[src/rtl/fetch_unit.sv]
// fetch_unit: instruction-fetch stage owning the PC, with stall hold and redirect squash.
// Optional FETCH_PERF_EN adds fetch_cnt/squash_cnt performance counters.
module fetch_unit #(
    parameter int IMEM_DEPTH = 256,
    parameter int RESET_PC   = 0
) (
    input  logic        clock,
    input  logic        reset_n,
    input  logic        stall,
    input  logic        redirect,
    input  logic [31:0] target,
    output logic [31:0] imem_addr,
    input  logic [31:0] imem_inst,
    output logic [31:0] if_inst,
    output logic [31:0] if_pc,
    output logic        if_valid
`ifdef FETCH_PERF_EN
    ,
    output logic [31:0] fetch_cnt,
    output logic [31:0] squash_cnt
`endif
);
    localparam int AW = $clog2(IMEM_DEPTH);
    localparam logic [AW-1:0] RST_PC = AW'(RESET_PC);
    logic [AW-1:0] pc, pc_d;
    logic          vld, held;
    logic [31:0]   held_inst;
    logic          unused_bits;
    assign unused_bits = ^target[31:AW];
    assign imem_addr = {{(32-AW){1'b0}}, pc};
    assign if_pc     = {{(32-AW){1'b0}}, pc_d};
    assign if_valid  = vld;
    assign if_inst   = vld ? (held ? held_inst : imem_inst) : 32'h0;
    // The memory keeps reading pc during a stall, so the word for pc_d is captured on the first stall edge.
    always_ff @(posedge clock or negedge reset_n) begin
        if (!reset_n) begin
            pc        <= RST_PC;
            pc_d      <= '0;
            vld       <= 1'b0;
            held      <= 1'b0;
            held_inst <= '0;
        end else if (redirect) begin
            pc   <= target[AW-1:0];
            pc_d <= pc;
            vld  <= 1'b0;
            held <= 1'b0;
        end else if (stall) begin
            held <= 1'b1;
            if (!held) held_inst <= imem_inst;
        end else begin
            pc   <= pc + 1'b1;
            pc_d <= pc;
            vld  <= 1'b1;
            held <= 1'b0;
        end
    end
`ifdef FETCH_PERF_EN
    always_ff @(posedge clock or negedge reset_n) begin
        if (!reset_n) begin
            fetch_cnt  <= '0;
            squash_cnt <= '0;
        end else begin
            if (!redirect && !stall) fetch_cnt <= fetch_cnt + 1'b1;
            if (redirect && (vld || !stall)) squash_cnt <= squash_cnt + 1'b1;
        end
    end
`endif
endmodule

[config.mk]
export PLATFORM = sky130hd
export DESIGN_NAME = fetch_unit
export DESIGN_NICKNAME = d
export VERILOG_FILES = /design/src/rtl/fetch_unit.sv
export SDC_FILE = /design/constraint.sdc
export NUM_CORES = 1
export LEC_CHECK = 0
export BUFFER_PORTS_ARGS = -buffer_cell sky130_fd_sc_hd__buf_2
export CORE_ASPECT_RATIO = 0.6
export CORE_MARGIN = 5
export CORE_UTILIZATION = 48
export CTS_CLUSTER_SIZE = 16
export DETAILED_ROUTE_END_ITERATION = 10
export PLACE_DENSITY = 0.93
export SYNTH_ARGS = -nofsm -noshare
export SYNTH_HDL_FRONTEND = slang
export SYNTH_SLANG_ARGS = --single-unit
export TNS_END_PERCENT = 30
[constraint.sdc]
create_clock -name clock -period 2.6 [get_ports clock]
set_input_delay 0.13 -clock clock [delete_from_list [all_inputs] [get_ports clock]]
set_output_delay 0.13 -clock clock [all_outputs]
set_load 0.01 [all_outputs]
* Yosys cells after proc, flatten, opt, wreduce, memory -nomap -nowiden
Cells that the tools add are included.
** Operators by class
- Add/subtract/negate cells :: 1
- Equal/unequal tests :: 1
- Multiplexer cells :: 10
- Bitwise gates (word level) :: 1
- Reduce and logical (&&, ||, !) cells :: 1
** Operators by type and width (number)
- 32-bit 2-to-1 mux :: 2
- 8-bit 2-to-1 mux :: 4
- 8-bit by 1-bit adder with 8-bit output (second input constant) :: 1
- 1-bit 2-to-1 mux :: 4
- 2-bit by 1-bit != test with 1-bit output (second input constant) :: 1
- 2-bit AND reduction :: 1
- 1-bit NOT :: 1
** Word-level totals
- Bits in registers :: 50
- Input bits :: 68
- Output and inout port bits :: 97
- Logic and storage cells :: 19

* Longest topological paths before layout
Gate-level depths: netlist (run 1).
- Word-level depth :: 3
- Mapped depth :: 6

* Least setup slack after synthesis (run 1)
Ideal clock, no wire load.
- Path type :: register -> register
- From :: register pc[0]
- To :: register pc[6]
- Library setup time :: 0.069 ns
- Arrival :: 1.311 ns
- Required time :: 2.531 ns
- Path slack :: 1.220 ns
- Cell stages (with the launch flop) :: 5
- Buffers on the path :: 0
- Clock period less this slack :: 1.380 ns
- Path through :: dfrtp_1 > ha_1 > nand2b_1 > or4_1 > nand3_1
** Between the ends
- Longest elaborated chain between the ends :: 3
** RTL lines
- start: declaration :: RTL line 25 : logic [AW-1:0] pc, pc_d;
- start signal: assignment :: RTL line 43 : pc <= target[AW-1:0];
- start signal: assignment :: RTL line 51 : pc <= pc + 1'b1;
- 8-bit by 1-bit adder with 8-bit output :: RTL line 51
- 8-bit 2-to-1 mux :: RTL line 47 : end else if (stall) begin
- 8-bit 2-to-1 mux :: RTL line 42 : end else if (redirect) begin
No other way between the ends. The select of a mux whose other input is x is not followed.
A chain may end at the register's enable or synchronous reset.

* Final worst setup path (run 1)
- From :: register held
- To :: output if_inst[9]
** Between the ends
- Longest elaborated chain between the ends :: 2
** RTL lines
- start: declaration :: RTL line 26 : logic vld, held;
- start signal: assignment :: RTL line 40 : held <= 1'b0;
- start signal: assignment :: RTL line 46 : held <= 1'b0;
- start signal: assignment :: RTL line 48 : held <= 1'b1;
- 32-bit 2-to-1 mux
- 32-bit 2-to-1 mux :: RTL line 33 : assign if_inst = vld ? (held ? held_inst : imem_inst) : 32'h0;
- end: declaration :: RTL line 14 : output logic [31:0] if_inst,
No other way between the ends.

==> impl_metrics.prom, run 1 <==
# TYPE chip_impl_metric gauge
chip_impl_metric{name="rows",unit=""} 22
chip_impl_info{name="cts.root.buffer_cell",value="sky130_fd_sc_hd__clkbuf_8"} 1
chip_impl_metric{name="p_seq_share",unit="%"} 49.1
chip_impl_info{name="layout_common_cells",value="sky130_fd_sc_hd__buf_2, sky130_fd_sc_hd__dfrtp_1, sky130_fd_sc_hd__conb_1"} 1
chip_impl_metric{name="fin_crit_sh",unit="%"} 73.3
chip_impl_metric{name="area.sequential",unit="sq mm"} 0.00125
chip_impl_metric{name="crit_arrival",unit="ns"} 1.78
chip_impl_metric{name="yosysWarningCount",unit=""} 0
chip_impl_metric{name="power.density_cell_area",unit="mW/mm^2"} 585
chip_impl_metric{name="cp_data_required_time",unit="ns"} 2.47
chip_impl_metric{name="global_route.usage.total",unit="%"} 14.8
chip_impl_metric{name="cts_made_buffers",unit=""} 5
chip_impl_info{name="setup_repair_after_global_routing_missed_its_margin",value="no"} 1
chip_impl_metric{name="power.static_leakage",unit="nW"} 1.80
chip_impl_metric{name="total_switching_power",unit="uW"} 570
chip_impl_metric{name="slew-limit-headroom",unit="%"} 50.1
chip_impl_metric{name="postLayoutCellArea",unit="sq mm"} 0.00343
chip_impl_metric{name="firstDrtPassIters",unit=""} 4
chip_impl_metric{name="stdcell_count",unit=""} 434
chip_impl_metric{name="globalplace.congestion",unit=""} 0.782
chip_impl_info{name="setup.worst_path.start_class",value="flop"} 1
chip_impl_metric{name="power.total",unit="mW"} 2.01
chip_impl_metric{name="detail_route.vias_per_cell",unit=""} 4.58
chip_impl_metric{name="place.detailed.hpwl",unit="um"} 4640
chip_impl_metric{name="r2r_slack",unit="ns"} 1.13
chip_impl_metric{name="fill_cells",unit=""} 521
chip_impl_metric{name="final_critical_path_setup_slack",unit="ns"} 0.693
chip_impl_metric{name="syn_avg_cell_area",unit="sq um"} 11.5
chip_impl_metric{name="htreeDepth",unit=""} 2
chip_impl_metric{name="power.switching_fraction",unit="%"} 28.4
chip_impl_info{name="crit-reg2reg-capture",value="pc[6]"} 1
chip_impl_metric{name="layout.nets",unit=""} 418
chip_impl_metric{name="place.detailed.instances",unit=""} 425
chip_impl_metric{name="chipHeight",unit="um"} 71.2
chip_impl_metric{name="setup_tns",unit="ns"} 0
chip_impl_metric{name="cts_buffer_depth",unit=""} 2
chip_impl_metric{name="final_hold_viol_count",unit=""} 0
chip_impl_info{name="crit_start",value="held"} 1
chip_impl_metric{name="starting_density_of_the_core",unit="%"} 49.3
chip_impl_info{name="ys_top_cells_by_area",value="sky130_fd_sc_hd__dfrtp_1, sky130_fd_sc_hd__mux2_4, sky130_fd_sc_hd__buf_4"} 1
chip_impl_metric{name="postSynth.asyncResetShare",unit="%"} 100
chip_impl_metric{name="first_global_vias",unit=""} 1985
chip_impl_metric{name="grt_max_degree",unit=""} 36
chip_impl_metric{name="maxCapViolCount",unit=""} 0
chip_impl_info{name="timing.hold.worst.class",value="in2reg"} 1
chip_impl_metric{name="combinational_fraction_of_design_power",unit="%"} 24.4
chip_impl_metric{name="finalWorstPathRequiredPeriod",unit="ns"} 1.91
chip_impl_metric{name="r2r_depth",unit=""} 4
chip_impl_info{name="crit_end",value="if_inst[9]"} 1
chip_impl_metric{name="synth-edff-count",unit=""} 0
chip_impl_metric{name="postCtsResizedCells",unit=""} 0
chip_impl_metric{name="max_freq",unit="MHz"} 524
chip_impl_metric{name="drive_gt1_share",unit="%"} 39.7
chip_impl_info{name="layout_commonest_cell",value="sky130_fd_sc_hd__buf_2"} 1
chip_impl_metric{name="number_of_standard_cells_after_synthesis",unit=""} 260
chip_impl_info{name="synth_area_leader_cell",value="sky130_fd_sc_hd__dfrtp_1"} 1
chip_impl_metric{name="clkLatencyLatePin",unit="ns"} 0.30
chip_impl_metric{name="finalMaxSlewViolations",unit=""} 0
chip_impl_metric{name="die_w",unit="um"} 112
chip_impl_metric{name="fin_skew",unit="ns"} 0.00760
chip_impl_metric{name="cp_max_fo",unit=""} 25
chip_impl_metric{name="share_clk_of_total_power",unit="%"} 26.5
chip_impl_metric{name="drt.antenna.violating_nets",unit=""} 0
chip_impl_metric{name="grt_pass1_wl",unit="um"} 9720
chip_impl_metric{name="antenna_found_initial",unit=""} 0
chip_impl_info{name="launching_point_of_the_worst_reg2reg_path",value="pc[0]"} 1
chip_impl_metric{name="irDropWorstVdd",unit="V"} 0.000290
chip_impl_info{name="run_status",value="complete, no violations"} 1
chip_impl_metric{name="fp.dieArea",unit="sq mm"} 0.00797
chip_impl_metric{name="synthToLayoutAreaGrowth",unit="%"} 14.6
chip_impl_metric{name="globalRoute.totalOverflow",unit=""} 0
chip_impl_info{name="cts_tree",value="done"} 1
chip_impl_metric{name="post_synth_num_cell_types",unit=""} 27
chip_impl_info{name="worstSetupPathType",value="reg2out"} 1
chip_impl_metric{name="area_share_of_the_largest_cell_type_after_synthesis",unit="%"} 41.8
chip_impl_metric{name="initialDrtViolationCount",unit=""} 75
chip_impl_info{name="crit_path_end_kind",value="output pin"} 1
chip_impl_metric{name="diodes",unit=""} 0
chip_impl_metric{name="postSynthRegisterBits",unit=""} 50
chip_impl_metric{name="port-buffer-count",unit=""} 92
chip_impl_metric{name="route.detailed.wl_per_inst",unit="um"} 14.1
chip_impl_metric{name="drcViolationCount",unit=""} 0
chip_impl_metric{name="drt_wl_total",unit="um"} 6120
chip_impl_metric{name="pre_cts_ws",unit="ns"} 0.887
chip_impl_metric{name="synthesized_cell_area",unit="sq mm"} 0.00300
chip_impl_info{name="flip_flop_cell_with_the_highest_count_after_synthesis",value="sky130_fd_sc_hd__dfrtp_1"} 1
chip_impl_metric{name="postPlaceCellArea",unit="sq mm"} 0.00332
chip_impl_metric{name="ys_seq_area_share",unit="%"} 41.8
chip_impl_metric{name="intPower",unit="mW"} 1.44
chip_impl_metric{name="route.vias.total",unit=""} 1986
chip_impl_metric{name="clkSlewWorstSetupHoldPaths",unit="ns"} 0.09
chip_impl_metric{name="cts_sinks",unit=""} 50
chip_impl_metric{name="finalSetupViolCount",unit=""} 0
chip_impl_metric{name="pin_count",unit=""} 165
chip_impl_metric{name="tightestPinTransition",unit="ns"} 0.749
chip_impl_metric{name="multi_input_comb_area",unit="sq mm"} 0.00145
chip_impl_metric{name="coreArea",unit="sq mm"} 0.00608
==> synth_stat cells (3+ instances only) <==
cell and count:
sky130_fd_sc_hd__clkbuf_1 4, sky130_fd_sc_hd__buf_4 48, sky130_fd_sc_hd__xor2_1 4, sky130_fd_sc_hd__mux2i_1 33, sky130_fd_sc_hd__buf_2 6, sky130_fd_sc_hd__buf_6 5, sky130_fd_sc_hd__mux2_4 30, sky130_fd_sc_hd__o21ai_1 3
sky130_fd_sc_hd__nor2_1 33, sky130_fd_sc_hd__nand2_1 9, sky130_fd_sc_hd__nand3_1 4, sky130_fd_sc_hd__o21ai_0 3, sky130_fd_sc_hd__mux2_1 9, sky130_fd_sc_hd__dfrtp_1 50, sky130_fd_sc_hd__inv_1 3
==> how the worst min path moves through the flow <==
stage                   start  endpoint  cells past startpoint  slack [ns]
finish              target[6]     pc[6]                      3        0.04
global placement      reset_n     pc[7]                      1        0.24
detailed placement    reset_n     pc[6]                      1        0.26
CTS                 target[6]     pc[6]                      3        0.03
global route        target[6]     pc[6]                      3        0.04
floorplan             reset_n      held                      0       -0.17
==> power by group through the flow <==
stage                     Combinational [mW]  Sequential [mW]  Clock [mW]
after floorplan                        0.382            0.990           0
after global placement                 0.475            0.990           0
after detailed placement               0.494            0.998           0
after CTS                              0.497            0.986       0.553
after global routing                   0.538             1.00       0.579
final                                  0.491            0.986       0.532
==> layer usage <==
metal	up-vias	GRT usage (%)	wire length [um]	part of all wire [%]
met4	0	2.40	19	0.31
met5	-	0	0	0
li1	953	-	-	-
met2	68	24.5	2990	49
met1	963	19.5	2650	43
met3	2	4.70	460	7.5
==> metrics by stage <==
| step | hold slack, ns | utilization, % |
|---|---|---|
| after floorplan | -0.166 | - |
| after global placement | 0.244 | 54.5 |
| after detailed placement | 0.258 | 54.5 |
| after CTS | 0.0320 | 56.5 |
| after global routing | 0.0385 | 56.5 |
| final | 0.0411 | 56.5 |
==> layout make-up <==
| type | count | area share [%] |
|---|---|---|
| Timing Repair Buffer | 98 | 14.8 |
| Clock inverter | 3 | 1.17 |
| Tap cell | 84 | 3.06 |
| Inverter | 3 | 0.328 |
| Multi-Input combinational cell | 191 | 42.2 |
| Clock buffer | 5 | 2.00 |
| Sequential cell | 50 | 36.5 |
==> state kept, by name, summed over array words and instances (netlist names) <==
register,flops
held,1
held_inst,32
if_valid,1
pc,8
pc_d,8
==> logic make-up (layout without fill, tap and decap cells) <==
family	after synthesis	after routing	share of synthesized area [%]
adders and majority gates	1	1	0.417
and+or+nand+nor	56	56	9.35
DFF	50	50	41.8
buffers and inverters	66	109	15.8
other	1	48	0.125
xor gates and xnor gates	4	4	1.17
muxes	72	72	29.4
AOI/OAI and AO/OA	10	10	1.96
==> worst max-delay path, stage by stage (launching register included) <==
cell	delay [ns]
sky130_fd_sc_hd__dfrtp_2	0.54
sky130_fd_sc_hd__buf_4	0.44
sky130_fd_sc_hd__mux2i_1	0.27
sky130_fd_sc_hd__nor2_1	0.06
sky130_fd_sc_hd__buf_2	0.16
==> what timing repair did <==
action,4_1_cts,5_1_grt
hold endpoints to repair,34,0
setup buffers,0,0
hold buffers,1,0
Note: power is estimated with default switching activity, not from simulation.
==> inputs of run 2 (changes only) <==
--- a/config.mk
+++ b/config.mk
@@ -8,10 +8,10 @@
 export BUFFER_PORTS_ARGS = -buffer_cell sky130_fd_sc_hd__buf_2
 export CORE_ASPECT_RATIO = 0.6
 export CORE_MARGIN = 5
-export CORE_UTILIZATION = 48
+export CORE_UTILIZATION = 41
 export CTS_CLUSTER_SIZE = 16
 export DETAILED_ROUTE_END_ITERATION = 10
-export PLACE_DENSITY = 0.93
+export PLACE_DENSITY = 0.86
 export SYNTH_ARGS = -nofsm -noshare
 export SYNTH_HDL_FRONTEND = slang
 export SYNTH_SLANG_ARGS = --single-unit
==> constraint.sdc (replaced) <==
create_clock -name clock -period 1.6 [get_ports clock]
set_input_delay 0.08 -clock clock [delete_from_list [all_inputs] [get_ports clock]]
set_output_delay 0.08 -clock clock [all_outputs]
set_load 0.01 [all_outputs]
==> run 2 against run 1 <==
Setup slack got worse by 0.57 ns. Critical path depth unchanged. Largest power group unchanged. Via count increased by 2.2%. First-iteration DRC count decreased by 40%. Non-clock buffer count increased by 10. Critical endpoint unchanged. Die area increased by 15%. Clock skew decreased by 0.0018 ns.
==> impl_metrics.prom, run 2 (synthesis results as in run 1) <==
# TYPE chip_impl_metric gauge
chip_impl_metric{name="fill_cells",unit=""} 664
chip_impl_metric{name="drcViolationCount",unit=""} 0
chip_impl_metric{name="rows",unit=""} 24
chip_impl_info{name="layout_commonest_cell",value="sky130_fd_sc_hd__buf_2"} 1
chip_impl_metric{name="die_w",unit="um"} 120
chip_impl_metric{name="fp.dieArea",unit="sq mm"} 0.00917
chip_impl_metric{name="hold-path-cell-count",unit=""} 3
chip_impl_metric{name="globalRoute.totalOverflow",unit=""} 0
chip_impl_metric{name="cts_buffer_depth",unit=""} 2
chip_impl_metric{name="cp_max_fo",unit=""} 25
chip_impl_metric{name="global_route.usage.total",unit="%"} 13.3
chip_impl_info{name="layout_common_cells",value="sky130_fd_sc_hd__buf_2, sky130_fd_sc_hd__dfrtp_1, sky130_fd_sc_hd__conb_1"} 1
chip_impl_metric{name="place.detailed.hpwl",unit="um"} 4820
chip_impl_metric{name="crit_arrival",unit="ns"} 1.40
chip_impl_metric{name="setup_tns",unit="ns"} 0
chip_impl_metric{name="cts_made_buffers",unit=""} 5
chip_impl_info{name="regMostFlops",value="held_inst"} 1
chip_impl_metric{name="dr_wl_met3",unit="um"} 377
chip_impl_metric{name="globalplace.congestion",unit=""} 0.770
chip_impl_metric{name="chipHeight",unit="um"} 76.2
chip_impl_metric{name="pin_count",unit=""} 165
chip_impl_metric{name="port-buffer-count",unit=""} 92
chip_impl_info{name="run_status",value="complete, no violations"} 1
chip_impl_metric{name="diodes",unit=""} 0
chip_impl_metric{name="final_hold_viol_count",unit=""} 0
chip_impl_info{name="largestRegisters",value="held_inst (32), pc (8), pc_d (8)"} 1
chip_impl_metric{name="detail_route.vias_per_cell",unit=""} 4.50
chip_impl_info{name="setup_repair_after_global_routing_missed_its_margin",value="no"} 1
chip_impl_metric{name="route.vias.total",unit=""} 2030
chip_impl_metric{name="largest_register_ff_count",unit=""} 32
chip_impl_metric{name="cp_data_required_time",unit="ns"} 1.52
chip_impl_metric{name="initialDrtViolationCount",unit=""} 45
chip_impl_metric{name="power.static_leakage",unit="nW"} 1.89
chip_impl_metric{name="wl_met1",unit="um"} 2810
chip_impl_metric{name="drive_gt1_share",unit="%"} 40.8
chip_impl_metric{name="first_global_vias",unit=""} 2061
chip_impl_metric{name="clkLatencyLatePin",unit="ns"} 0.28
chip_impl_info{name="cts_tree",value="done"} 1
chip_impl_info{name="setup.worst_path.start_class",value="flop"} 1
chip_impl_info{name="crit_path_end_kind",value="output pin"} 1
chip_impl_metric{name="drt_wl_total",unit="um"} 6320
chip_impl_metric{name="routed-wl-met2",unit="um"} 3120
chip_impl_metric{name="finalSetupViolCount",unit=""} 0
chip_impl_metric{name="power.density_cell_area",unit="mW/mm^2"} 1040
chip_impl_info{name="timing.hold.worst.class",value="in2reg"} 1
chip_impl_metric{name="finalMaxSlewViolations",unit=""} 0
chip_impl_info{name="crit_start",value="held"} 1
chip_impl_metric{name="fin_skew",unit="ns"} 0.00583
chip_impl_metric{name="firstDrtPassIters",unit=""} 4
chip_impl_metric{name="coreArea",unit="sq mm"} 0.00718
chip_impl_metric{name="starting_density_of_the_core",unit="%"} 41.8
chip_impl_metric{name="fin_crit_sh",unit="%"} 92.3
chip_impl_metric{name="irDropWorstVdd",unit="V"} 0.000464
chip_impl_metric{name="layout.nets",unit=""} 428
chip_impl_metric{name="fraction_of_the_core_area_covered_by_cells_at_the_end_of_the_flow",unit="%"} 50.7
chip_impl_metric{name="maxCapViolCount",unit=""} 0
chip_impl_metric{name="htreeDepth",unit=""} 2
chip_impl_info{name="cts.root.buffer_cell",value="sky130_fd_sc_hd__clkbuf_16"} 1
chip_impl_metric{name="grt_pass1_wl",unit="um"} 10200
chip_impl_metric{name="antenna_found_initial",unit=""} 0
chip_impl_metric{name="synthToLayoutAreaGrowth",unit="%"} 21.5
chip_impl_metric{name="cts_sinks",unit=""} 50
chip_impl_metric{name="post_cts.repair.setup_buffers",unit=""} 0
chip_impl_metric{name="route.detailed.wl_per_inst",unit="um"} 14.0
chip_impl_info{name="timing.hold.worst.start",value="target[0]"} 1
chip_impl_info{name="route.top_layer_used",value="met4"} 1
chip_impl_metric{name="drt.antenna.violating_nets",unit=""} 0
chip_impl_metric{name="max_freq",unit="MHz"} 677
chip_impl_metric{name="clkSlewWorstSetupHoldPaths",unit="ns"} 0.07
chip_impl_metric{name="finalWorstPathRequiredPeriod",unit="ns"} 1.48
chip_impl_info{name="worstSetupPathType",value="reg2out"} 1
chip_impl_metric{name="grt_max_degree",unit=""} 26
chip_impl_info{name="launching_point_of_the_worst_reg2reg_path",value="pc[3]"} 1
chip_impl_metric{name="r2r_depth",unit=""} 3
[run 2: changes by cell type in the layout (fill, tap and decap cells not counted), moves of 2 or more]
| cell | previous run | this run |
|---|---|---|
| sky130_fd_sc_hd__buf_12 | 0 | 2 |
| sky130_fd_sc_hd__buf_4 | 5 | 10 |
| sky130_fd_sc_hd__clkbuf_16 | 0 | 5 |
| sky130_fd_sc_hd__clkbuf_8 | 5 | 0 |
| sky130_fd_sc_hd__clkinv_2 | 2 | 0 |
| sky130_fd_sc_hd__dlygate4sd3_1 | 1 | 3 |
[run 2: critical path, stage by stage (launching register included)]
cell                      delay (ns)
sky130_fd_sc_hd__dfrtp_2        0.41
sky130_fd_sc_hd__buf_8          0.26
sky130_fd_sc_hd__mux2i_1        0.23
sky130_fd_sc_hd__nor2_1         0.06
sky130_fd_sc_hd__buf_2          0.14
[run 2: worst paths after layout]
| check | endpoint | slack, ns |
|---|---|---|
| min reg2reg | held_inst[0] | 0.49 |
| max reg2reg | pc[7] | 0.26 |
| max | if_inst[9] | 0.12 |
| min | pc[0] | 0.007 |
| min in group asynchronous | pc[7] | 0.24 |
| max in group asynchronous | held | 0.85 |
[run 2: layout make-up]
type | count | area [sq um] | area share (%)
tap | 91 | 114 | 3.13
clock buffer | 5 | 125 | 3.44
timing repair buffer | 108 | 621 | 17.0
inverter | 3 | 11.3 | 0.309
clock inverter | 3 | 68.8 | 1.89
multi-input combinational | 191 | 1450 | 39.8
sequential | 50 | 1250 | 34.4
[run 2: stage by stage]
stage / hold slack (ns) / power, mW / instances / setup slack (ns) / area (sq um)
5_1_grt: 0.0134 / 4.00 / 451 / 0.0134 / 3640
3_3_place_gp: -0.0162 / 2.42 / 440 / 0.303 / 3410
3_5_place_dp: -0.0107 / 2.46 / 440 / 0.250 / 3410
2_1_floorplan: -0.216 / 2.23 / 307 / 0.220 / 3170
6_report: 0.00675 / 3.79 / 451 / 0.124 / 3640
4_1_cts: 0.000649 / 3.85 / 451 / 0.0504 / 3640
[run 2: power breakdown]
part | total, mW | switching [mW] | internal [mW]
registers | 1.58 | 0.121 | 1.46
logic | 0.859 | 0.408 | 0.451
clock network | 1.35 | 0.454 | 0.898
[run 2: metal layers]
metal / vias to the layer above / track usage (%)
met3: 2 / 3.64
met4: 0 / 2.38
met1: 984 / 17.3
met2: 66 / 22.5
li1: 978 / -
met5: - / 0
[run 2: what timing repair did]
action | in CTS | in global routing
endpoints found under the setup margin | 25 | 5
endpoints found under the hold margin | 38 | 0
hold buffers | 3 | 0
cloned | 0 | 0
resized for setup | 1 | 1
==> inputs of run 3 (changes only) <==
--- a/config.mk
+++ b/config.mk
@@ -12,6 +12,8 @@
 export CTS_CLUSTER_SIZE = 16
 export DETAILED_ROUTE_END_ITERATION = 10
 export PLACE_DENSITY = 0.86
+export SETUP_SLACK_MARGIN = 0.3
+export SKIP_CTS_REPAIR_TIMING = 1
 export SYNTH_ARGS = -nofsm -noshare
 export SYNTH_HDL_FRONTEND = slang
 export SYNTH_SLANG_ARGS = --single-unit
==> run 3 against run 2 <==
Fmax is 0.11% higher. Highest routed layer unchanged. Hold slack worse by 0.0019 ns. Count of clock-buffer cells in the layout is 2 higher. Utilization up 1.2 points. Design area rose by 2.4%. Flip-flop and latch count stayed put. Total power is 4.8% lower. Combinational power grew 4.1%.
==> impl_metrics.prom, run 3 (synthesis results as in run 1) <==
# TYPE chip_impl_metric gauge
chip_impl_info{name="run_status",value="complete, no violations"} 1
chip_impl_metric{name="fp.dieArea",unit="sq mm"} 0.00917
chip_impl_metric{name="cp_max_fo",unit=""} 6
chip_impl_metric{name="crit_arrival",unit="ns"} 1.64
chip_impl_metric{name="place.detailed.instances",unit=""} 437
chip_impl_metric{name="final_hold_viol_count",unit=""} 0
chip_impl_metric{name="globalRoute.totalOverflow",unit=""} 0
chip_impl_metric{name="route.detailed.wl_per_inst",unit="um"} 15.5
chip_impl_metric{name="maxCapViolCount",unit=""} 0
chip_impl_info{name="cts_tree",value="done"} 1
chip_impl_info{name="setup.worst_path.start_class",value="flop"} 1
chip_impl_metric{name="clkSlewWorstSetupHoldPaths",unit="ns"} 0.07
chip_impl_metric{name="coreArea",unit="sq mm"} 0.00718
chip_impl_metric{name="r2r_depth",unit=""} 5
chip_impl_metric{name="max_freq",unit="MHz"} 678
chip_impl_metric{name="area.sequential",unit="sq mm"} 0.00125
chip_impl_metric{name="cts_made_buffers",unit=""} 5
chip_impl_metric{name="port-buffer-count",unit=""} 92
chip_impl_info{name="regMostFlops",value="held_inst"} 1
chip_impl_metric{name="stdcell_count",unit=""} 453
chip_impl_metric{name="r2r_slack",unit="ns"} 0.13
chip_impl_metric{name="pin_count",unit=""} 165
chip_impl_metric{name="cts_sinks",unit=""} 50
chip_impl_metric{name="total_switching_power",unit="mW"} 1.00
chip_impl_metric{name="intPower",unit="mW"} 2.61
chip_impl_metric{name="globalplace.congestion",unit=""} 0.756
chip_impl_metric{name="starting_density_of_the_core",unit="%"} 41.8
chip_impl_metric{name="power.density_cell_area",unit="mW/mm^2"} 969
chip_impl_info{name="timing.hold.worst.class",value="in2reg"} 1
chip_impl_metric{name="setup_tns",unit="ns"} 0
chip_impl_metric{name="finalMaxSlewViolations",unit=""} 0
chip_impl_metric{name="fin_skew",unit="ns"} 0.00545
chip_impl_metric{name="antenna_found_initial",unit=""} 0
chip_impl_info{name="setup_repair_after_global_routing_missed_its_margin",value="yes"} 1
chip_impl_info{name="layout_commonest_cell",value="sky130_fd_sc_hd__buf_2"} 1
chip_impl_metric{name="first_global_vias",unit=""} 2122
chip_impl_metric{name="largest_register_ff_count",unit=""} 32
chip_impl_metric{name="place.detailed.hpwl",unit="um"} 4870
chip_impl_info{name="worstSetupPathType",value="reg2reg"} 1
chip_impl_metric{name="combinational_fraction_of_design_power",unit="%"} 24.8
chip_impl_info{name="crit_start",value="held"} 1
chip_impl_metric{name="synthToLayoutAreaGrowth",unit="%"} 24.4
chip_impl_metric{name="fill_cells",unit=""} 662
chip_impl_metric{name="drive_gt1_share",unit="%"} 42.8
chip_impl_metric{name="die_w",unit="um"} 120
chip_impl_metric{name="drt_wl_total",unit="um"} 7020
chip_impl_metric{name="grt_pass1_wl",unit="um"} 10700
chip_impl_metric{name="finalSetupViolCount",unit=""} 0
chip_impl_info{name="crit_path_end_kind",value="flop"} 1
chip_impl_metric{name="route.vias.total",unit=""} 2043
chip_impl_metric{name="share_clk_of_total_power",unit="%"} 30.8
chip_impl_metric{name="multi_input_comb_area",unit="sq mm"} 0.00146
chip_impl_info{name="largestRegisters",value="held_inst (32), pc (8), pc_d (8)"} 1
chip_impl_metric{name="power.static_leakage",unit="nW"} 1.92
chip_impl_info{name="layout_common_cells",value="sky130_fd_sc_hd__buf_2, sky130_fd_sc_hd__conb_1, sky130_fd_sc_hd__dfrtp_1"} 1
chip_impl_info{name="crit_end",value="held_inst[13]"} 1
chip_impl_metric{name="global_route.usage.total",unit="%"} 14.0
chip_impl_metric{name="drcViolationCount",unit=""} 0
chip_impl_metric{name="rows",unit=""} 24
chip_impl_metric{name="diodes",unit=""} 0
chip_impl_info{name="cts.root.buffer_cell",value="sky130_fd_sc_hd__clkbuf_16"} 1
chip_impl_metric{name="finalWorstPathRequiredPeriod",unit="ns"} 1.47
chip_impl_metric{name="htreeDepth",unit=""} 2
chip_impl_metric{name="clkLatencyLatePin",unit="ns"} 0.28
chip_impl_metric{name="grt_max_degree",unit=""} 51
chip_impl_metric{name="fin_crit_sh",unit="%"} 92.2
chip_impl_metric{name="irDropWorstVdd",unit="V"} 0.000404
chip_impl_metric{name="cts_buffer_depth",unit=""} 2
chip_impl_metric{name="chipHeight",unit="um"} 76.2
chip_impl_info{name="launching_point_of_the_worst_reg2reg_path",value="held"} 1
chip_impl_metric{name="initialDrtViolationCount",unit=""} 72
chip_impl_metric{name="drt.antenna.violating_nets",unit=""} 0
chip_impl_metric{name="power.switching_fraction",unit="%"} 27.7
chip_impl_metric{name="p_seq_share",unit="%"} 44.4
chip_impl_info{name="crit-reg2reg-capture",value="held_inst[13]"} 1
chip_impl_metric{name="cp_data_required_time",unit="ns"} 1.77
chip_impl_metric{name="layout.nets",unit=""} 430
chip_impl_metric{name="firstDrtPassIters",unit=""} 4
chip_impl_metric{name="detail_route.vias_per_cell",unit=""} 4.51
[run 3: cell count changes in the layout (fill, tap and decap cells not counted), sizes merged]
cell | previous run | this run
buf | 105 | 106
bufinv | 2 | 0
clkbuf | 5 | 10
clkinvlp | 0 | 1
dlygate4sd3 | 3 | 1
inv | 3 | 2
[run 3: worst max-delay path, cell delays in order (launching register included)]
cell	delay, ns
sky130_fd_sc_hd__dfrtp_2	0.47
sky130_fd_sc_hd__buf_4	0.16
sky130_fd_sc_hd__nor2b_4	0.12
sky130_fd_sc_hd__buf_12	0.14
sky130_fd_sc_hd__buf_6	0.16
sky130_fd_sc_hd__mux2_4	0.31
[run 3: power groups by stage]
stage | sequential [mW] | clock (mW) | combinational [mW]
after CTS | 1.60 | 1.16 | 0.860
final | 1.60 | 1.11 | 0.894
after global routing | 1.63 | 1.20 | 0.975
after global placement | 1.61 | 0 | 0.822
after floorplan | 1.61 | 0 | 0.624
after detailed placement | 1.62 | 0 | 0.855
[run 3: worst min path at each step]
stage               from  endpoint  depth (start not counted)
2_1_floorplan    reset_n      held                          0
3_3_place_gp     reset_n     pc[6]                          2
3_5_place_dp     reset_n     pc[6]                          2
4_1_cts          reset_n     pc[6]                          2
5_1_grt        target[5]     pc[5]                          3
6_report       target[6]     pc[6]                          3
[run 3: metrics by stage]
step           util, %  power (mW)  setup WS (ns)  hold slack (ns)  area (sq um)
2_1_floorplan        -        2.24          0.315           -0.216          3190
3_3_place_gp      47.8        2.43          0.293           0.0861          3430
3_5_place_dp      47.8        2.48          0.201           0.0938          3430
4_1_cts           50.0        3.62         0.0850           -0.210          3590
5_1_grt           51.9        3.81         0.0627           0.0164          3730
6_report          51.9        3.61          0.125          0.00480          3730
[run 3: cell type report]
cell class	count	area share, %
Multi-Input combinational cell	191	39.2
Sequential cell	50	33.7
Timing Repair Buffer	110	19.3
Clock buffer	7	4.10
Tap cell	91	3.05
Inverter	3	0.403
Clock inverter	1	0.235
[run 3: per-layer routing]
metal  vias to the layer above  track usage (%)  routed length [um]
li1                        981                -                   -
met2                        79             23.2                3340
met5                         -                0                   0
met3                         7             3.56                 440
met1                       976             18.6                3190
met4                         0             2.94                  39
